**src/rtl/vector_stager_if.sv**
```systemverilog
// Bundles the stream, FU-handshake and FU-memory signals of vector_stager.
// The stager owns the slave side; the surrounding logic owns the master side.
interface vector_stager_if #(
  parameter int unsigned D = 8,
  parameter int unsigned W = 16
);
  localparam int unsigned AW = $clog2(D);

  logic          s_valid_i;
  logic          s_ready_o;
  logic [W-1:0]  s_data_i;
  logic          m_valid_o;
  logic          m_ready_i;
  logic [W-1:0]  m_data_o;
  logic          fu_ready_i;
  logic          fu_start_o;
  logic [AW-1:0] fu_addr_i;
  logic          fu_w_en_i;
  logic [W-1:0]  fu_w_data_i;
  logic [W-1:0]  fu_r_data_o;
  logic          busy_o;

  modport master (
    output s_valid_i, s_data_i, m_ready_i, fu_ready_i, fu_addr_i, fu_w_en_i, fu_w_data_i,
    input  s_ready_o, m_valid_o, m_data_o, fu_start_o, fu_r_data_o, busy_o
  );

  modport slave (
    input  s_valid_i, s_data_i, m_ready_i, fu_ready_i, fu_addr_i, fu_w_en_i, fu_w_data_i,
    output s_ready_o, m_valid_o, m_data_o, fu_start_o, fu_r_data_o, busy_o
  );
endinterface

```
**src/rtl/vector_stager.sv**
```systemverilog
// Single-buffer vector stager: fills D entries from upstream, runs the FU on
// them in place, then drains the result downstream.
module vector_stager #(
  parameter int unsigned D = 8,
  parameter int unsigned W = 16
) (
  input  logic           clk_i,
  input  logic           rst_ni,
  vector_stager_if.slave bus
);
  localparam int unsigned AW = $clog2(D);
  localparam int unsigned CW = AW + 1;

  typedef enum logic [1:0] {FILL, START, BUSY, DRAIN} state_e;

  state_e        state_q;
  logic [CW-1:0] wr_cnt_q;
  logic [CW-1:0] rd_cnt_q;
  logic          first_q;
  logic [W-1:0]  mem [D];

  logic s_fire;
  logic m_fire;

  assign s_fire = (state_q == FILL) && bus.s_valid_i;
  assign m_fire = (state_q == DRAIN) && bus.m_ready_i;

  // Control: phase sequencing and fill/drain counters.
  always_ff @(posedge clk_i) begin
    if (!rst_ni) begin
      state_q  <= FILL;
      wr_cnt_q <= '0;
      rd_cnt_q <= '0;
      first_q  <= 1'b0;
    end else begin
      case (state_q)
        FILL: begin
          if (s_fire) begin
            if (wr_cnt_q == CW'(D - 1)) begin
              wr_cnt_q <= '0;
              state_q  <= START;
            end else begin
              wr_cnt_q <= wr_cnt_q + CW'(1);
            end
          end
        end
        START: begin
          if (bus.fu_ready_i) begin
            state_q <= BUSY;
            first_q <= 1'b1;
          end
        end
        BUSY: begin
          // The ready seen in the first BUSY cycle may predate our start.
          if (first_q) begin
            first_q <= 1'b0;
          end else if (bus.fu_ready_i) begin
            state_q <= DRAIN;
          end
        end
        DRAIN: begin
          if (m_fire) begin
            if (rd_cnt_q == CW'(D - 1)) begin
              rd_cnt_q <= '0;
              state_q  <= FILL;
            end else begin
              rd_cnt_q <= rd_cnt_q + CW'(1);
            end
          end
        end
        default: state_q <= FILL;
      endcase
    end
  end

  // Storage is written by the upstream stream in FILL and by the FU in BUSY.
  always_ff @(posedge clk_i) begin
    if (s_fire) begin
      mem[wr_cnt_q[AW-1:0]] <= bus.s_data_i;
    end else if ((state_q == BUSY) && bus.fu_w_en_i) begin
      mem[bus.fu_addr_i] <= bus.fu_w_data_i;
    end
  end

  assign bus.s_ready_o   = (state_q == FILL);
  assign bus.m_valid_o   = (state_q == DRAIN);
  assign bus.m_data_o    = mem[rd_cnt_q[AW-1:0]];
  assign bus.fu_start_o  = (state_q == START) && bus.fu_ready_i;
  assign bus.busy_o      = (state_q != FILL);
  assign bus.fu_r_data_o = mem[bus.fu_addr_i];
endmodule

```
**src/flat_wrapper.sv**
```systemverilog
// flat-port wrapper written by rule: the top's interface ports become plain ports
module vector_stager_flat 
#(
  parameter int unsigned D = 8,
  parameter int unsigned W = 16
)
  (clk_i, rst_ni, bus_s_valid_i, bus_s_data_i, bus_m_ready_i, bus_fu_ready_i, bus_fu_addr_i, bus_fu_w_en_i, bus_fu_w_data_i, bus_s_ready_o, bus_m_valid_o, bus_m_data_o, bus_fu_start_o, bus_fu_r_data_o, bus_busy_o);
  vector_stager_if #(.D(D), .W(W)) bus_i ();
  input  logic clk_i;
  input  logic rst_ni;
  input wire logic [$bits(bus_i.s_valid_i)-1:0] bus_s_valid_i;
  input wire logic [$bits(bus_i.s_data_i)-1:0] bus_s_data_i;
  input wire logic [$bits(bus_i.m_ready_i)-1:0] bus_m_ready_i;
  input wire logic [$bits(bus_i.fu_ready_i)-1:0] bus_fu_ready_i;
  input wire logic [$bits(bus_i.fu_addr_i)-1:0] bus_fu_addr_i;
  input wire logic [$bits(bus_i.fu_w_en_i)-1:0] bus_fu_w_en_i;
  input wire logic [$bits(bus_i.fu_w_data_i)-1:0] bus_fu_w_data_i;
  output wire logic [$bits(bus_i.s_ready_o)-1:0] bus_s_ready_o;
  output wire logic [$bits(bus_i.m_valid_o)-1:0] bus_m_valid_o;
  output wire logic [$bits(bus_i.m_data_o)-1:0] bus_m_data_o;
  output wire logic [$bits(bus_i.fu_start_o)-1:0] bus_fu_start_o;
  output wire logic [$bits(bus_i.fu_r_data_o)-1:0] bus_fu_r_data_o;
  output wire logic [$bits(bus_i.busy_o)-1:0] bus_busy_o;
  assign bus_i.s_valid_i = bus_s_valid_i;
  assign bus_i.s_data_i = bus_s_data_i;
  assign bus_i.m_ready_i = bus_m_ready_i;
  assign bus_i.fu_ready_i = bus_fu_ready_i;
  assign bus_i.fu_addr_i = bus_fu_addr_i;
  assign bus_i.fu_w_en_i = bus_fu_w_en_i;
  assign bus_i.fu_w_data_i = bus_fu_w_data_i;
  assign bus_s_ready_o = bus_i.s_ready_o;
  assign bus_m_valid_o = bus_i.m_valid_o;
  assign bus_m_data_o = bus_i.m_data_o;
  assign bus_fu_start_o = bus_i.fu_start_o;
  assign bus_fu_r_data_o = bus_i.fu_r_data_o;
  assign bus_busy_o = bus_i.busy_o;
  vector_stager #(.D(D), .W(W)) u_core (.clk_i(clk_i), .rst_ni(rst_ni), .bus(bus_i));
endmodule
```
**config.mk**
```make
export PLATFORM = sky130hd
export DESIGN_NAME = vector_stager_flat
export DESIGN_NICKNAME = d
export VERILOG_FILES = /design/src/rtl/vector_stager_if.sv /design/src/rtl/vector_stager.sv /design/src/flat_wrapper.sv
export SDC_FILE = /design/constraint.sdc
export NUM_CORES = 1
export LEC_CHECK = 0
export CAP_MARGIN = 20
export CORE_ASPECT_RATIO = 0.5
export CORE_UTILIZATION = 60
export CTS_BUF_LIST = sky130_fd_sc_hd__clkbuf_8
export DETAILED_ROUTE_END_ITERATION = 8
export GPL_TIMING_DRIVEN = 0
export PLACE_DENSITY = 0.86
export SLEW_MARGIN = 15
export SYNTH_ARGS = -nofsm -noshare
export SYNTH_HDL_FRONTEND = slang
export SYNTH_SLANG_ARGS = --single-unit
```
**constraint.sdc**
```tcl
create_clock -name clk_i -period 6.8 [get_ports clk_i]
set_clock_uncertainty 0.2 [all_clocks]
set_input_delay 1.36 -clock clk_i [delete_from_list [all_inputs] [get_ports clk_i]]
set_output_delay 1.36 -clock clk_i [all_outputs]
set_load 0.005 [all_outputs]
```
# Yosys cells after proc, flatten, opt, wreduce, memory -nomap -nowiden
# Memories as Yosys holds them, arrays and structs flattened. A register that Yosys moved wholly into a read port is not among the register bits.
# Cells that the tools add are included.
word_totals:
  ff_bits: 11
  mem_bits_rw: 128
  inputBits: 41
  out_inout_bits: 36
  word_cells: 53
  mem_count: 1
mem_list:
  columns: ["name", "words", "width", "rd", "rd_clocked_by_memory_dff", "wr", "line_no", "source"]
  rows:
  - ["u_core.mem", 8, 16, 2, 1, 1, "vector_stager.sv:20", "logic [W-1:0] mem [D];"]
classes:
  add_sub_neg: 2
  eq_ne: 12
  mux: 22
  reduce_logical: 12
op_table:
  columns: ["op", "count"]
  rows:
  - ["two-way mux 16 bit", 1]
  - ["OR reduction 16 bit", 1]
  - ["two-way mux 2 bit", 7]
  - ["two-way mux 3 bit", 3]
  - ["adder 4 x 1 -> 4 bit, second input constant", 2]
  - ["== test 4 x 3 -> 1 bit, second input constant", 2]
  - ["two-way mux 4 bit", 2]
  - ["inequality test 2 x 1 -> 1 bit, second input constant", 4]
  - ["case mux 2 bit (4 select lines)", 1]
  - ["two-way mux 1 bit", 7]
  - ["AND reduction 7 bit", 1]
  - ["inequality test 2 bit, second input constant", 3]
  - ["AND reduction 2 bit", 3]
  - ["== test 2 bit, second input constant", 2]
  - ["logical AND 1 bit", 4]
  - ["nonzero test 2 bit", 2]
  - ["== test 2 x 1 -> 1 bit, second input constant", 1]
  - ["zero test 2 bit", 1]
  - ["case mux 1 bit (2 select lines)", 1]

# Depth between registers and ports, before layout
logic_depth:
  word_depth: 7
  depth_mapped: 8

# Worst setup path before layout
# OpenSTA, ideal clock, no wires.
synth_path:
  kind: "input-to-output"
  from: "input bus_fu_addr_i[1]"
  to: "output bus_fu_r_data_o[0]"
  t_arrival_ns: 2.441
  setup_slack_ns: 2.799
  path_stages: 4
  path_buffers: 2
  cell_sequence: "buf_2 clkbuf_1 mux4_2 mux2_2"
synth_via:
  elab_chain_cells: 1
synth_rtl:
  columns: ["item", "line_no", "source"]
  rows:
  - ["start, declared", "flat_wrapper.sv:15", "input wire logic [$bits(bus_i.fu_addr_i)-1:0] bus_fu_addr_i;"]
  - ["memory (8 x 16 bit)", null, null]
  - ["end, declared", "flat_wrapper.sv:22", "output wire logic [$bits(bus_i.fu_r_data_o)-1:0] bus_fu_r_data_o;"]
# Every way passes these cells.

# Worst setup path in the final report
layout_path:
  from: "input bus_fu_addr_i[1]"
  to: "output bus_fu_r_data_o[13]"
# The elaborated chain is that of the path after synthesis.

==> metrics.csv <==
metric,value,unit
outcome,finished clean,
cts_setup_buffers,0,
tightest_slew,0.9769,ns
final_common_cell,edfxtp_1,
die_height,78.43,um
finalMaxSlewViolations,0,
wl,16460,um
cp.required,5.24,ns
max-vdd-ir-drop,0.1415,mV
max_slew_margin,34.87,%
clkLatencyLatePin,0.44,ns
cp_slowest_cell,clkbuf_1,
clk_pin_slew_worst_paths,0.07,ns
synth.cell_area,0.007009,mm^2
cts.path.max_buffers,2,
antenna_found_initial,0,
r2r_slack,3.80,ns
diodes,0,
crit_chain,buf_2 -> clkbuf_1 -> mux4_2 -> mux2_2 -> clkdlybuf4s50_1,
area_growth,20.33,%
place_congestion,0.7042,
final_layout_size_suffix_gt1_share,28.12,%
max_stage_delay,0.62,ns
syn_area_per_cell,19.47,um^2
routed_via_density,6.449,
max_cap_viol_count,0,
min_period_over_period,72.41,%
core,0.01118,mm^2
dieArea,0.01214,mm^2
finalSetupViolCount,0,
ys_ff_latch,142,
power_leakage,0.002836,uW
cts_tree,yes,
hold_class,reg -> reg,
synth_fp_nets,407,
vias,4076,
crit_fanout,10,
path_class,in -> out,
grt_start_max_net_pins,17,
start_util,62.68,%
synth_seq_area_share,58.84,%
ctsRootBufferMaster,clkbuf_8,
drc_errors,0,
pwr_density_cell,210.5,mW/mm^2
fmax,203.1,MHz
cp.arrival,3.36,ns
setup_tns,0,ns
placement.io_buffers,73,
critPathBufInv,3,
htreeDepth,4,
endpoint_kind,output pin,
pin_count,77,
postSynthCellCount,360,
fin_area,0.008434,mm^2
rows,27,
ys_types,33,
startpoint_type,primary input,
final.min_clock_period,4.924,ns
drtPass1Iterations,4,
cp_top_family,buffers and inverters,
grt_overflow_total,0,
ctsResizeCount,0,
cts_made_buffers,17,
grtUsageTotal,29.31,%
finalHoldViolations,0,
place_area,0.008064,mm^2
synth_warnings,0,
grt_pass1_wl,24800,um
clock_sinks,142,
rsz0062_at_grt,no,
dp_hpwl,11060,um
drt-initial-drc-count,342,
final_cell_mix,"edfxtp_1, clkdlybuf4s50_1, mux4_1",
ctsHoldBuffers,0,
routedWlPerCell,26.04,um
antenna_left,0,
dieWidth,154.9,um
finalNetCount,507,
grt_pass1_vias,4271,
[tightest hold or removal path, stage by stage, from the launching register on]
cell and delay (ns):
dfxtp_1 0.32, o21ai_0 0.06, a21boi_0 0.08
[sequential cells by signal, indices dropped and copies added (netlist names), named ones only]
name / count
u_core.first_q: 1
u_core.mem: 128
u_core.rd_cnt_q: 4
u_core.state_q: 2
u_core.wr_cnt_q: 4
[metrics by stage]
stage                     worst slack, ns  total power (uW)  utilization, %  hold slack (ns)  std cells
after global placement              1.914              1141           71.00           0.2675        592
final                               1.876              1775           75.43           0.3056        632
after floorplan                     2.799              1072               -           0.2601        360
after CTS                           1.848              1776           75.43           0.3029        632
after detailed placement            1.857              1155           72.12           0.2892        600
after global routing                1.814              1824           75.43           0.3383        632
[metal layers]
| layer | GRT usage (%) | wire (um) | part of all wire, % |
|---|---|---|---|
| met4 | 11.58 | 316 | 1.9 |
| met3 | 6.847 | 1265 | 7.7 |
| met5 | 0 | 0 | 0 |
| met2 | 47.69 | 8110 | 49 |
| met1 | 39.02 | 6764 | 41 |
[cell type report]
type | instances | area [um^2]
tap | 159 | 198.9
buffer | 23 | 172.7
clock inverter | 15 | 136.4
fill | 607 | 2748
sequential | 142 | 4124
multi-input combinational | 190 | 2714
clock buffer | 17 | 234.0
inverter | 5 | 18.77
timing repair buffer | 81 | 835.8
[cells in the mapped netlist]
cell type  number  area share [%]
a21boi_0        5            0.54
a21oi_2         1            0.12
a32oi_2         1            0.23
and2_1          4            0.36
and3_1          1           0.089
buf_1           3            0.16
buf_12          1            0.29
buf_2           2            0.14
buf_6           9             1.4
clkbuf_1        8            0.43
dfxtp_1        14             4.0
edfxtp_1      128              55
ha_1            6             1.1
inv_1           5            0.27
mux2_2         34             5.5
mux2_4         15             3.2
mux2i_1         5            0.71
mux4_1         41              15
mux4_2         23             7.4
nand2_1        14            0.75
nand2_2         1           0.089
nand2b_1        1           0.089
nand3_1         6            0.43
nand3b_1        1            0.11
nor2_1         13            0.70
nor2b_1         5            0.45
nor4b_1         1            0.12
o2111ai_1       1            0.12
o21a_1          2            0.21
o21ai_0         5            0.36
o22ai_1         1           0.089
or4_1           1            0.11
xnor2_1         2            0.25
[path summary, 6_finish.rpt]
check	start	to	cells past startpoint
worst max-delay path	bus_fu_addr_i[1]	bus_fu_r_data_o[13]	5
worst min register to register	u_core.wr_cnt_q[3]	u_core.wr_cnt_q[3]	2
worst max register to register	u_core.state_q[1]	u_core.mem[4][0]	9
worst min-delay path	u_core.wr_cnt_q[3]	u_core.wr_cnt_q[3]	2
[kinds of logic after synthesis]
| group | count (synthesis) | share of synthesized area (%) |
|---|---|---|
| buffers and inverters | 28 | 2.731 |
| multiplexers | 118 | 32.15 |
| flip-flops | 142 | 58.84 |
| XOR/XNOR | 2 | 0.2500 |
| AND/OR/NAND/NOR | 48 | 3.285 |
| AO/OA/AOI/OAI | 16 | 1.678 |
| adder cells (fa/ha/maj) | 6 | 1.071 |
[report_power, final]
part           switching (uW)  internal, uW  leakage [uW]  total (uW)
Sequential               7.49           966       0.00128         974
Combinational            65.1          96.4       0.00138         162
Clock                     347           293      0.000183         640
Total                     420          1360       0.00284        1780
Note: power is estimated with default switching activity, not from simulation.
==> edit (same flow settings) <==
One comparison of `wr_cnt_q` changes from == to >=.
--- a/src/rtl/vector_stager.sv
+++ b/src/rtl/vector_stager.sv
@@ -38,3 +38,3 @@
           if (s_fire) begin
-            if (wr_cnt_q == CW'(D - 1)) begin
+            if (wr_cnt_q >= CW'(D - 1)) begin
               wr_cnt_q <= '0;
Function: same outputs for any inputs over 4 cycles, from zero or initial values and one cycle with rst_ni low; that may be too few to reach the edited logic, so the function may still have changed.
==> edit against the original RTL <==
- hold slack better by 16 ps
- sequential share of layout area decreased by 0.072 points
- register-to-register slack better by 130 ps
- setup slack improved by 14 ps
- highest routed layer unchanged
- synthesized area increased by 0.32%
- sequential cell count unchanged
- critical path depth is the same
- largest cell class unchanged
- critical endpoint is now bus_fu_r_data_o[15]
- wire length is 4.6% lower
- cell area rose by 0.15%
Power is not compared: it rests on default switching activity, and its combinational part moved more than twofold at a synthesized area within 25%.
==> edit: results (changes against the original RTL) <==
[global_route]
grt_pass1_vias = 4245  ; was 4271
grt_usage_pct = 27.56  ; was 29.31%

[yosys]
syn_avg_cell_area_um2 = 19.59  ; was 19.47 um^2
synth_nets = 406  ; was 407
ys_seq_area_share_pct = 58.65  ; was 58.84%
synth.top_cells.by_area = edfxtp_1 55%, mux4_1 20%, mux2_2 5.4%, dfxtp_1 4.0%, mux4_2 3.5%  ; was edfxtp_1 55%, mux4_1 15%, mux4_2 7.4%, mux2_2 5.5%, dfxtp_1 4.0%
ys_types = 32  ; was 33

[placement]
place_inst = 599  ; was 600
globalplace.congestion = 0.7583  ; was 0.7042
dpl_cell_area_um2 = 8090  ; was 8064 um^2
dp_hpwl_um = 10790  ; was 11060 um

[cells_and_area]
nNonClkInverters = 7  ; was 5
fin_nets = 506  ; was 507
seq_cells = 142  ; unchanged
clkCellAreaFrac_pct = 4.222  ; was 4.391%
fillCellCount = 618  ; was 607
design_area_um2 = 8447  ; was 8434 um^2
drive_gt1_share_pct = 26.06  ; was 28.12%
buf_share_pct = 12.04  ; was 11.96%
comb.multi_input.count = 188  ; was 190

[routing]
dr.first_iter.drc_count = 397  ; was 342
avgViaCountPerCell = 6.434  ; was 6.449
wirelength_um = 15700  ; was 16460 um
first_pass_iters = 5  ; was 4
met1_length_um = 6303  ; was 6764 um
wl_met3_um = 1213  ; was 1265 um

[critical_path]
r2r_slack_ps = 3930  ; was 3800 ps
slowest_delay_ps = 600  ; was 620 ps

[run_status]
status = completed  ; unchanged

[floorplan]
die_area_um2 = 12180  ; was 12140 um^2

edit: changes by cell type in the layout (fill, tap and decap cells not counted), sizes merged, moves of 2 or more:
cell / unedited run / this run
a21boi: 5 / 0
a21oi: 1 / 7
and2: 4 / 2
clkbuf: 25 / 23
nand2: 15 / 11
nor2: 13 / 19
o21a: 2 / 0
xnor2: 2 / 0
xor2: 0 / 2
edit: stage by stage:
stage	hold WS (ps)	setup WS [ps]
CTS	320.9	1879
floorplan	267.6	2819
detailed placement	308.8	1934
finish	321.6	1890
global placement	280.0	1954
global route	352.3	1817
edit: per-layer routing:
metal,vias up,GRT usage [%]
met2,240,46.04
met5,-,0
met1,2041,35.66
met4,0,12.57
li1,1734,-
met3,45,5.411
edit: cell families (layout without fill, tap and decap cells):
family          count (synthesis)  count (layout)  synth area share [%]
simple gates                   45              45                 2.972
compound gates                 18              18                 1.620
flops                         142             142                 58.65
buf+inv                        29             142                 2.900
mux                           117             117                 32.54
fa+ha+maj                       6               6                 1.068
xor+xnor                        2               2                0.2492
